## src/rtl/uart_frame_pkg.sv

```systemverilog
// Shared constants for the UART frame scheduler: frame bytes, channel ids,
// FSM state encoding and the frame checksum helper.
package uart_frame_pkg;

   localparam logic [7:0] SYNC_BYTE   = 8'hA5;
   localparam logic [7:0] CH_ID_TEMP  = 8'h01;
   localparam logic [7:0] CH_ID_LIGHT = 8'h02;
   localparam int         FRAME_LEN   = 4;

   localparam logic [2:0] ST_IDLE      = 3'd0;
   localparam logic [2:0] ST_SEND      = 3'd1;
   localparam logic [2:0] ST_WAIT_ACK  = 3'd2;
   localparam logic [2:0] ST_WAIT_DONE = 3'd3;
   localparam logic [2:0] ST_GAP       = 3'd4;

   localparam logic TEMP  = 1'b0;
   localparam logic LIGHT = 1'b1;

   function automatic logic [7:0] frame_checksum(input logic [7:0] id, input logic [7:0] sample);
      return SYNC_BYTE ^ id ^ sample;
   endfunction

endpackage

```

## src/rtl/sample_slot.sv

```systemverilog
// One-deep holding slot for a sensor sample: newest sample wins, and an
// overwrite of an unsent sample is flagged with a one-cycle drop pulse.
module sample_slot (
   input  logic       clk,
   input  logic       rst,
   input  logic       valid,
   input  logic [7:0] data,
   input  logic       grant,
   output logic       pending,
   output logic [7:0] sample,
   output logic       drop
);

   // A valid coinciding with grant refills the slot after the old value was taken, so it is not a drop.
   always_ff @(posedge clk or negedge rst) begin
      if (!rst) begin
         pending <= 1'b0;
         sample  <= 8'h00;
         drop    <= 1'b0;
      end else begin
         drop <= valid & pending & ~grant;
         if (valid) begin
            sample  <= data;
            pending <= 1'b1;
         end else if (grant) begin
            pending <= 1'b0;
         end
      end
   end

endmodule

```

## src/rtl/uart_frame_scheduler.sv

```systemverilog
// Round-robin scheduler that frames temperature/light samples and feeds them
// byte by byte to a UART transmitter over a tx_start/tx_busy handshake.
module uart_frame_scheduler
   import uart_frame_pkg::*;
#(
   parameter int ACK_TIMEOUT = 16,
   parameter int GAP_CYCLES  = 0,
   parameter int CNT_W       = 16
) (
   input  logic             clk,
   input  logic             rst,
   input  logic             temp_valid,
   input  logic [7:0]       temp_data,
   input  logic             light_valid,
   input  logic [7:0]       light_data,
   input  logic             tx_busy,
   output logic             tx_start,
   output logic [7:0]       tx_data,
   output logic             frame_active,
   output logic             temp_drop,
   output logic             light_drop,
   output logic [CNT_W-1:0] frame_count
);

   localparam int             ACK_W    = (ACK_TIMEOUT > 1) ? $clog2(ACK_TIMEOUT) : 1;
   localparam int             GAP_W    = (GAP_CYCLES > 1) ? $clog2(GAP_CYCLES) : 1;
   localparam logic [ACK_W-1:0] ACK_LAST = ACK_W'(ACK_TIMEOUT - 1);
   localparam logic [GAP_W-1:0] GAP_LAST = GAP_W'((GAP_CYCLES > 0) ? GAP_CYCLES - 1 : 0);
   localparam logic [1:0]     LAST_IDX = 2'(FRAME_LEN - 1);

   logic [2:0]       state, next_state;
   logic             temp_pending, light_pending;
   logic [7:0]       temp_sample, light_sample;
   logic             grant_temp, grant_light;
   logic             last_grant;
   logic [7:0]       frame_id, frame_sample;
   logic [1:0]       byte_idx;
   logic [ACK_W-1:0] ack_cnt;
   logic [GAP_W-1:0] gap_cnt;

   sample_slot u_temp_slot (
      .clk     (clk),
      .rst     (rst),
      .valid   (temp_valid),
      .data    (temp_data),
      .grant   (grant_temp),
      .pending (temp_pending),
      .sample  (temp_sample),
      .drop    (temp_drop)
   );

   sample_slot u_light_slot (
      .clk     (clk),
      .rst     (rst),
      .valid   (light_valid),
      .data    (light_data),
      .grant   (grant_light),
      .pending (light_pending),
      .sample  (light_sample),
      .drop    (light_drop)
   );

   // On a tie the channel that was not served last goes next.
   always_comb begin
      grant_temp  = 1'b0;
      grant_light = 1'b0;
      if (state == ST_IDLE) begin
         if (temp_pending && light_pending) begin
            if (last_grant == LIGHT) grant_temp = 1'b1;
            else                     grant_light = 1'b1;
         end else if (temp_pending) begin
            grant_temp = 1'b1;
         end else if (light_pending) begin
            grant_light = 1'b1;
         end
      end
   end

   always_ff @(posedge clk or negedge rst) begin
      if (!rst) state <= ST_IDLE;
      else      state <= next_state;
   end

   always_comb begin
      next_state = state;
      case (state)
         ST_IDLE:      if (grant_temp || grant_light) next_state = ST_SEND;
         ST_SEND:      next_state = ST_WAIT_ACK;
         ST_WAIT_ACK: begin
            if (tx_busy)                  next_state = ST_WAIT_DONE;
            else if (ack_cnt == ACK_LAST) next_state = ST_SEND;
         end
         ST_WAIT_DONE: begin
            if (!tx_busy) begin
               if (byte_idx != LAST_IDX)  next_state = ST_SEND;
               else if (GAP_CYCLES > 0)   next_state = ST_GAP;
               else                       next_state = ST_IDLE;
            end
         end
         ST_GAP:       if (gap_cnt == GAP_LAST) next_state = ST_IDLE;
         default:      next_state = ST_IDLE;
      endcase
   end

   // Frame registers are latched at grant so later samples cannot disturb a frame in flight.
   always_ff @(posedge clk or negedge rst) begin
      if (!rst) begin
         last_grant   <= LIGHT;
         frame_id     <= 8'h00;
         frame_sample <= 8'h00;
         byte_idx     <= 2'd0;
         ack_cnt      <= '0;
         gap_cnt      <= '0;
         frame_count  <= '0;
      end else begin
         if (grant_temp || grant_light) begin
            last_grant   <= grant_light ? LIGHT : TEMP;
            frame_id     <= grant_light ? CH_ID_LIGHT : CH_ID_TEMP;
            frame_sample <= grant_light ? light_sample : temp_sample;
            byte_idx     <= 2'd0;
         end
         if (state == ST_SEND)                      ack_cnt <= '0;
         else if (state == ST_WAIT_ACK && !tx_busy) ack_cnt <= ack_cnt + ACK_W'(1);
         if (state == ST_WAIT_DONE && !tx_busy) begin
            gap_cnt <= '0;
            if (byte_idx == LAST_IDX) frame_count <= frame_count + CNT_W'(1);
            else                      byte_idx    <= byte_idx + 2'd1;
         end else if (state == ST_GAP) begin
            gap_cnt <= gap_cnt + GAP_W'(1);
         end
      end
   end

   always_comb begin
      tx_start     = (state == ST_SEND);
      frame_active = (state != ST_IDLE);
      tx_data      = 8'h00;
      if (state == ST_SEND || state == ST_WAIT_ACK || state == ST_WAIT_DONE) begin
         case (byte_idx)
            2'd0:    tx_data = SYNC_BYTE;
            2'd1:    tx_data = frame_id;
            2'd2:    tx_data = frame_sample;
            default: tx_data = frame_checksum(frame_id, frame_sample);
         endcase
      end
   end

endmodule

```

## config.mk

```make
export PLATFORM = sky130hd
export DESIGN_NAME = uart_frame_scheduler
export DESIGN_NICKNAME = d
export VERILOG_FILES = /design/src/rtl/uart_frame_pkg.sv /design/src/rtl/sample_slot.sv /design/src/rtl/uart_frame_scheduler.sv
export SDC_FILE = /design/constraint.sdc
export NUM_CORES = 1
export LEC_CHECK = 0
export CAP_MARGIN = 20
export CELL_PAD_IN_SITES_DETAIL_PLACEMENT = 1
export CELL_PAD_IN_SITES_GLOBAL_PLACEMENT = 2
export CORE_MARGIN = 5
export CORE_UTILIZATION = 37
export CTS_CLUSTER_DIAMETER = 50
export DETAILED_ROUTE_END_ITERATION = 10
export PLACE_DENSITY_LB_ADDON = 0.1
export SLEW_MARGIN = 20
export SYNTH_ARGS = -nofsm -noshare
export SYNTH_HDL_FRONTEND = slang
export SYNTH_HIERARCHICAL = 1
export SYNTH_SLANG_ARGS = --single-unit
```

## constraint.sdc

```tcl
create_clock -name clk -period 4.85 [get_ports clk]
set_input_delay 0.97 -clock clk [delete_from_list [all_inputs] [get_ports clk]]
set_output_delay 0.97 -clock clk [all_outputs]
set_load 0.02 [all_outputs]
```

==> results of run 1 <==
==> flip-flops by register name, summed over array words and instances, names as in the netlist <==
name and count:
state 2, frame_id 2, ack_cnt 4, u_light_slot/pending 1, byte_idx 2, u_light_slot/sample 8
u_light_slot/drop 1, u_temp_slot/pending 1, frame_sample 8, u_temp_slot/sample 8, u_temp_slot/drop 1, last_grant 1
frame_count 16
==> cells in the final DEF (no fill, tap or decap), types with 2 or more instances in the layout <==
master,instances
o21ai_1,3
and3_2,2
a222oi_1,7
a21o_1,3
a221oi_1,3
nor2b_1,2
a211oi_1,4
and3_1,6
dfrtp_1,54
a21o_2,2
ha_1,7
nand3_1,8
o21ai_0,4
inv_1,14
clkbuf_8,6
mux2i_1,2
and2_1,4
nand2_1,14
nand4_1,3
xor2_1,4
xnor2_1,13
mux2_4,16
nor3_2,2
nor2_1,8
a21oi_1,6
clkdlybuf4s50_1,47
==> routing by layer <==
metal,part of all wire,vias to the layer above
met4,0.010,0
met2,0.49,43
li1,-,855
met1,0.45,907
met5,0,-
met3,0.045,6
==> logic make-up after synthesis <==
group           synth area share
simple gates               0.135
mux                       0.0996
compound gates             0.103
flops                      0.527
xor+xnor                  0.0570
fa+ha+maj                 0.0335
buf+inv                   0.0445
==> critical path, cell delays in order (launching register included) <==
cell,delay (ps)
dfrtp_1,450
inv_1,90
ha_1,280
a221oi_1,290
nor2_1,70
a21oi_1,150
nor2_1,60
clkdlybuf4s50_1,540
==> per-stage QoR <==
stage                util  instance area (µm²)  cells
floorplan               -                 2610    215
global placement    0.461                 3150    352
detailed placement  0.461                 3150    352
CTS                 0.475                 3250    360
global route        0.475                 3250    360
finish              0.475                 3250    360
==> worst min-delay path by stage <==
stage | startpoint | to | slack, ps | depth (start not counted)
floorplan | u_temp_slot/sample[0]$_DFFE_PN0P_ | frame_sample[0]$_DFFE_PN0P_ | 460 | 2
global placement | frame_count[15]$_DFFE_PN0P_ | frame_count[15]$_DFFE_PN0P_ | 460 | 1
detailed placement | frame_count[15]$_DFFE_PN0P_ | frame_count[15]$_DFFE_PN0P_ | 470 | 1
CTS | frame_count[15]$_DFFE_PN0P_ | frame_count[15]$_DFFE_PN0P_ | 490 | 1
global route | frame_count[15]$_DFFE_PN0P_ | frame_count[15]$_DFFE_PN0P_ | 520 | 1
finish | frame_count[15]$_DFFE_PN0P_ | frame_count[15]$_DFFE_PN0P_ | 480 | 1
==> power by group <==
part           leakage, nW  internal, W  switching (W)  total, W
clock               0.0489     0.000118       0.000149  0.000267
sequential           0.688     0.000555       0.000108  0.000663
combinational        0.746     0.000276       0.000288  0.000564
==> layout make-up <==
type / instances / share of cell area
Sequential cell: 55 / 0.424
Multi-Input combinational cell: 138 / 0.345
Timing Repair Buffer: 49 / 0.149
Tap cell: 96 / 0.0370
Clock buffer: 7 / 0.0266
Inverter: 14 / 0.0162
Clock inverter: 1 / 0.00270
==> results.toml, run 1 <==
[synth]
post-synth-top-area-fraction = 0.517
yosys.area.top_type = "dfrtp_1"
seq_area_frac_synth = 0.527
post_synth.cell_area_avg_um2 = 12.2
synth_common_cells = "54 x dfrtp_1, 16 x mux2_4, 14 x inv_1, 14 x nand2_1, 13 x xnor2_1"
yosysWarningCount = 6
synth.lib_cells_used.distinct = 43
synthTopCellsByArea = "dfrtp_1 52%, mux2_4 9.2%, xnor2_1 4.4%"
postSynth.topFlopCell = "dfrtp_1"
synth.ff_latch_count = 55
async_reset_ff_frac = 1.00
yosysMostFrequentCell = "dfrtp_1"
synth_enable_flop_cells = 0
netlist_area_mm2 = 0.00261
post_synth_inst_count = 215
synthesis.nets = 243

[sta]
worstMarginPinSlew_ps = 694
rsz0062_at_grt = "no"
setup_violations = 0
post-route-worst-setup-slack_ps = 1660
maxClockFrequency_ghz = 0.313
finalWorstPathRequiredPeriod_ps = 3190
final.period_utilization = 0.658
finClkSkew_ps = 10.7
hold_violations = 0
finalHoldWorstSlack_ps = 479
slew-limit-headroom = 0.538
tns_ps = 0
timing.final.max_slew_violations = 0

[worst_setup_path]
crit_path_end_kind = "output port"
ff2ff_path_depth = 4
crit-reg2reg-capture = "frame_sample[7]$_DFFE_PN0P_"
critPathCapture = "tx_data[0]"
critPathArrivalTime_ps = 2220
worst_setup_path_start = "byte_idx[0]$_DFF_PN0_"
startpoint_class = "flip-flop"
setup.reg_to_reg.worst_slack_ps = 3000
cp_max_fo = 6
timing.rr.start = "state[0]$_DFFE_PN0P_"
worst_ep_required_time_ps = 3880
criticalPathCategory = "reg2out"

[grt]
global_route_wire_length_before_repair_um = 9790
grt_pass1_vias = 1927
antenna_found_initial = 0
grt_start_max_net_pins = 56
grt_use_total = 0.140
globalRouteOverflowTotal = 0
gr_util_met3 = 0.0393
top_usage_layer = "met2"
grt_util_met2 = 0.233
groute.layer.met1.usage = 0.182

[place]
place.detailed.hpwl_um = 4100
gpl.final_weighted_congestion = 0.707
pre_cts_slack_ps = 1990
number_of_buffer_cells_added_on_primary_ports = 48

[job]
cap_violations = 0

[floorplan]
die_w_um = 94.0
io-pin-count = 49
start_util = 0.382
chipHeight_um = 94.0
floorplan.core_area_mm2 = 0.00683
dieArea_mm2 = 0.00884
num_rows = 30

[detailed_routing]
detailed_route_wire_length_um = 5710
vias = 1811
detailedRoute.firstPassIterationCount = 5
drt_first_iter_violations = 83
drc = 0
post_drt_wl_per_cell_um = 15.9
ant_nets = 0
via_per_inst = 5.03

[clock_tree]
cts_hold_buffers = 0
numClockSinks = 55
clkLatencyLatePin_ps = 310
cts_max_path_buffers = 2
tritoncts.num_buffers = 5
clk_tree_root_cell = "clkbuf_8"
tritoncts = "built"
cts_post_setup_buffers_inserted = 0
post_cts_sizing = 0
ctsHtreeMaxLevel = 2
clkTransAtPathRegs_ps = 100

[power_and_ir_drop]
max-vdd-ir-drop_mv = 0.154
post_layout_total_power_w = 0.00149
cellLeakagePower_nw = 1.48
power-per-cell-area_mw_per_mm2 = 460

[finish]
ff_latch_area_mm2 = 0.00138
drive_gt1_frac = 0.140
num-fill-cells = 747
multiInputGateArea_mm2 = 0.00112
final_net_count = 291
flow.area_growth_from_synthesis_pct = 24.3
antenna-diode-count = 0

[run_status]
outcome = "finished clean"

[min_path]
hold_class = "reg2reg"
No activity file was read; power rests on OpenSTA's default activity.
==> run 2: changes to the inputs <==
CORE_UTILIZATION = 34   (was 37)
clock period = 3.2 ns   (was 4.85 ns; I/O delays follow)
==> run 2 against run 1 <==
Net effect:
- core utilization decreased by 4.8 points
- power is 49% higher
- sequential cell count did not move
- sequential share of layout area shrank 0.065 points
- die area rose by 7.9%
- critical path depth unchanged
- worst setup slack worse by 1300 ps
==> results.toml, run 2 (synthesis gave the netlist of run 1 again) <==
[run_status]
outcome = "finished clean"

[clock_tree]
ctsHtreeMaxLevel = 2
post_cts_sizing = 0
tritoncts.num_buffers = 5
clk_tree_root_cell = "clkbuf_8"
numClockSinks = 55
cts_post_setup_buffers_inserted = 0
tritoncts = "built"
cts_hold_buffers = 0
clkLatencyLatePin_ps = 300
clkTransAtPathRegs_ps = 90
cts_max_path_buffers = 2

[grt]
global_route_wire_length_before_repair_um = 9610
grt_use_total = 0.123
grt_start_max_net_pins = 36
grt_pass1_vias = 1934
antenna_found_initial = 0
globalRouteOverflowTotal = 0

[floorplan]
floorplan.core_area_mm2 = 0.00761
num_rows = 32
io-pin-count = 49
dieArea_mm2 = 0.00954
start_util = 0.343
chipHeight_um = 97.7
die_w_um = 97.7

[power_and_ir_drop]
cell_internal_pwr_w = 0.00141
sw_frac_of_total = 0.366
p_switching_w = 0.000815
power.sequential.fraction = 0.449
combPwrFrac = 0.382
max-vdd-ir-drop_mv = 0.246
cellLeakagePower_nw = 1.48
clock_power_share = 0.169
post_layout_total_power_w = 0.00223
power-per-cell-area_mw_per_mm2 = 686

[worst_setup_path]
crit-reg2reg-capture = "u_light_slot/drop$_DFF_PN0_"
startpoint_class = "flip-flop"
setup.reg_to_reg.worst_slack_ps = 1340
worst_ep_required_time_ps = 2560
crit_path_end_kind = "output port"
cp_max_fo = 6
ff2ff_path_depth = 4
criticalPathCategory = "reg2out"
timing.rr.start = "state[0]$_DFFE_PN0P_"
critPathCapture = "tx_data[0]"
critPathArrivalTime_ps = 2230
worst_setup_path_start = "byte_idx[0]$_DFF_PN0_"

[finish]
layout.core_utilization = 0.427
final_net_count = 292
layout.cells.most_common_list = "54 x dfrtp_1, 47 x clkdlybuf4s50_1, 16 x mux2_4"
regMostFlops = "frame_count"
flow.area_growth_from_synthesis_pct = 24.5
num-fill-cells = 848
antenna-diode-count = 0
layout_commonest_cell = "dfrtp_1"
drive_gt1_frac = 0.143
largest_register_ff_count = 16

[detailed_routing]
vias = 1768
ant_nets = 0
via_per_inst = 4.82
post_drt_wl_per_cell_um = 15.2
detailedRoute.firstPassIterationCount = 4
drt_first_iter_violations = 46
detailed_route_wire_length_um = 5600
drc = 0

[sta]
setup_violations = 0
timing.final.max_slew_violations = 0
post-route-worst-setup-slack_ps = 334
slew-limit-headroom = 0.473
finClkSkew_ps = 8.68
hold_violations = 0
rsz0062_at_grt = "no"
final.period_utilization = 0.896
worstMarginPinSlew_ps = 790
finalHoldWorstSlack_ps = 404
finalWorstPathRequiredPeriod_ps = 2870
tns_ps = 0
maxClockFrequency_ghz = 0.349

[place]
pre_cts_slack_ps = 643
gpl.final_weighted_congestion = 0.728
number_of_buffer_cells_added_on_primary_ports = 48
place.detailed.hpwl_um = 4100

[job]
cap_violations = 0

[min_path]
hold_class = "in2async"
run 2: worst min-delay path by stage:
stage | start | end | cells after the start
global route | rst | frame_count[4]$_DFFE_PN0P_ | 1
CTS | rst | frame_count[4]$_DFFE_PN0P_ | 1
finish | rst | ack_cnt[3]$_DFFE_PN0P_ | 1
detailed placement | frame_count[15]$_DFFE_PN0P_ | frame_count[15]$_DFFE_PN0P_ | 1
global placement | frame_count[15]$_DFFE_PN0P_ | frame_count[15]$_DFFE_PN0P_ | 1
floorplan | rst | ack_cnt[0]$_DFFE_PN0P_ | 0
run 2: critical path, cell delays in order (launching register included):
cell and delay, ps:
dfrtp_1 450, inv_1 90, ha_1 280, a221oi_1 310, nor2_1 70, a21oi_1 120, nor2_1 50, clkdlybuf4s50_1 550
run 2: metrics by stage:
step,instance area (µm²),cells
detailed placement,3170,359
global placement,3170,359
finish,3250,367
CTS,3250,367
global route,3250,367
floorplan,2610,215
run 2: area by class of cell:
cell class                      count  area [µm²]  area share
Sequential cell                    55        1380       0.424
Inverter                           14        52.6      0.0162
Multi-Input combinational cell    138        1120       0.344
Tap cell                          102         128      0.0392
Clock inverter                      2        12.5     0.00385
Timing Repair Buffer               50         490       0.151
Clock buffer                        6        72.6      0.0223
run 2: per-layer routing:
metal / global-route usage / wire length (µm) / vias up
li1: - / - / 850
met1: 0.159 / 2670 / 878
met2: 0.205 / 2700 / 38
met3: 0.0316 / 212 / 2
met4: 0.0288 / 19 / 0
met5: 0 / 0 / -
run 2: power groups by stage:
stage               clock network [W]  registers (W)  logic (W)
global route                 0.000426        0.00103   0.000938
floorplan                           0       0.000975   0.000580
global placement                    0        0.00102   0.000852
finish                       0.000376        0.00100   0.000851
detailed placement                  0        0.00102   0.000865
CTS                          0.000393        0.00100   0.000869
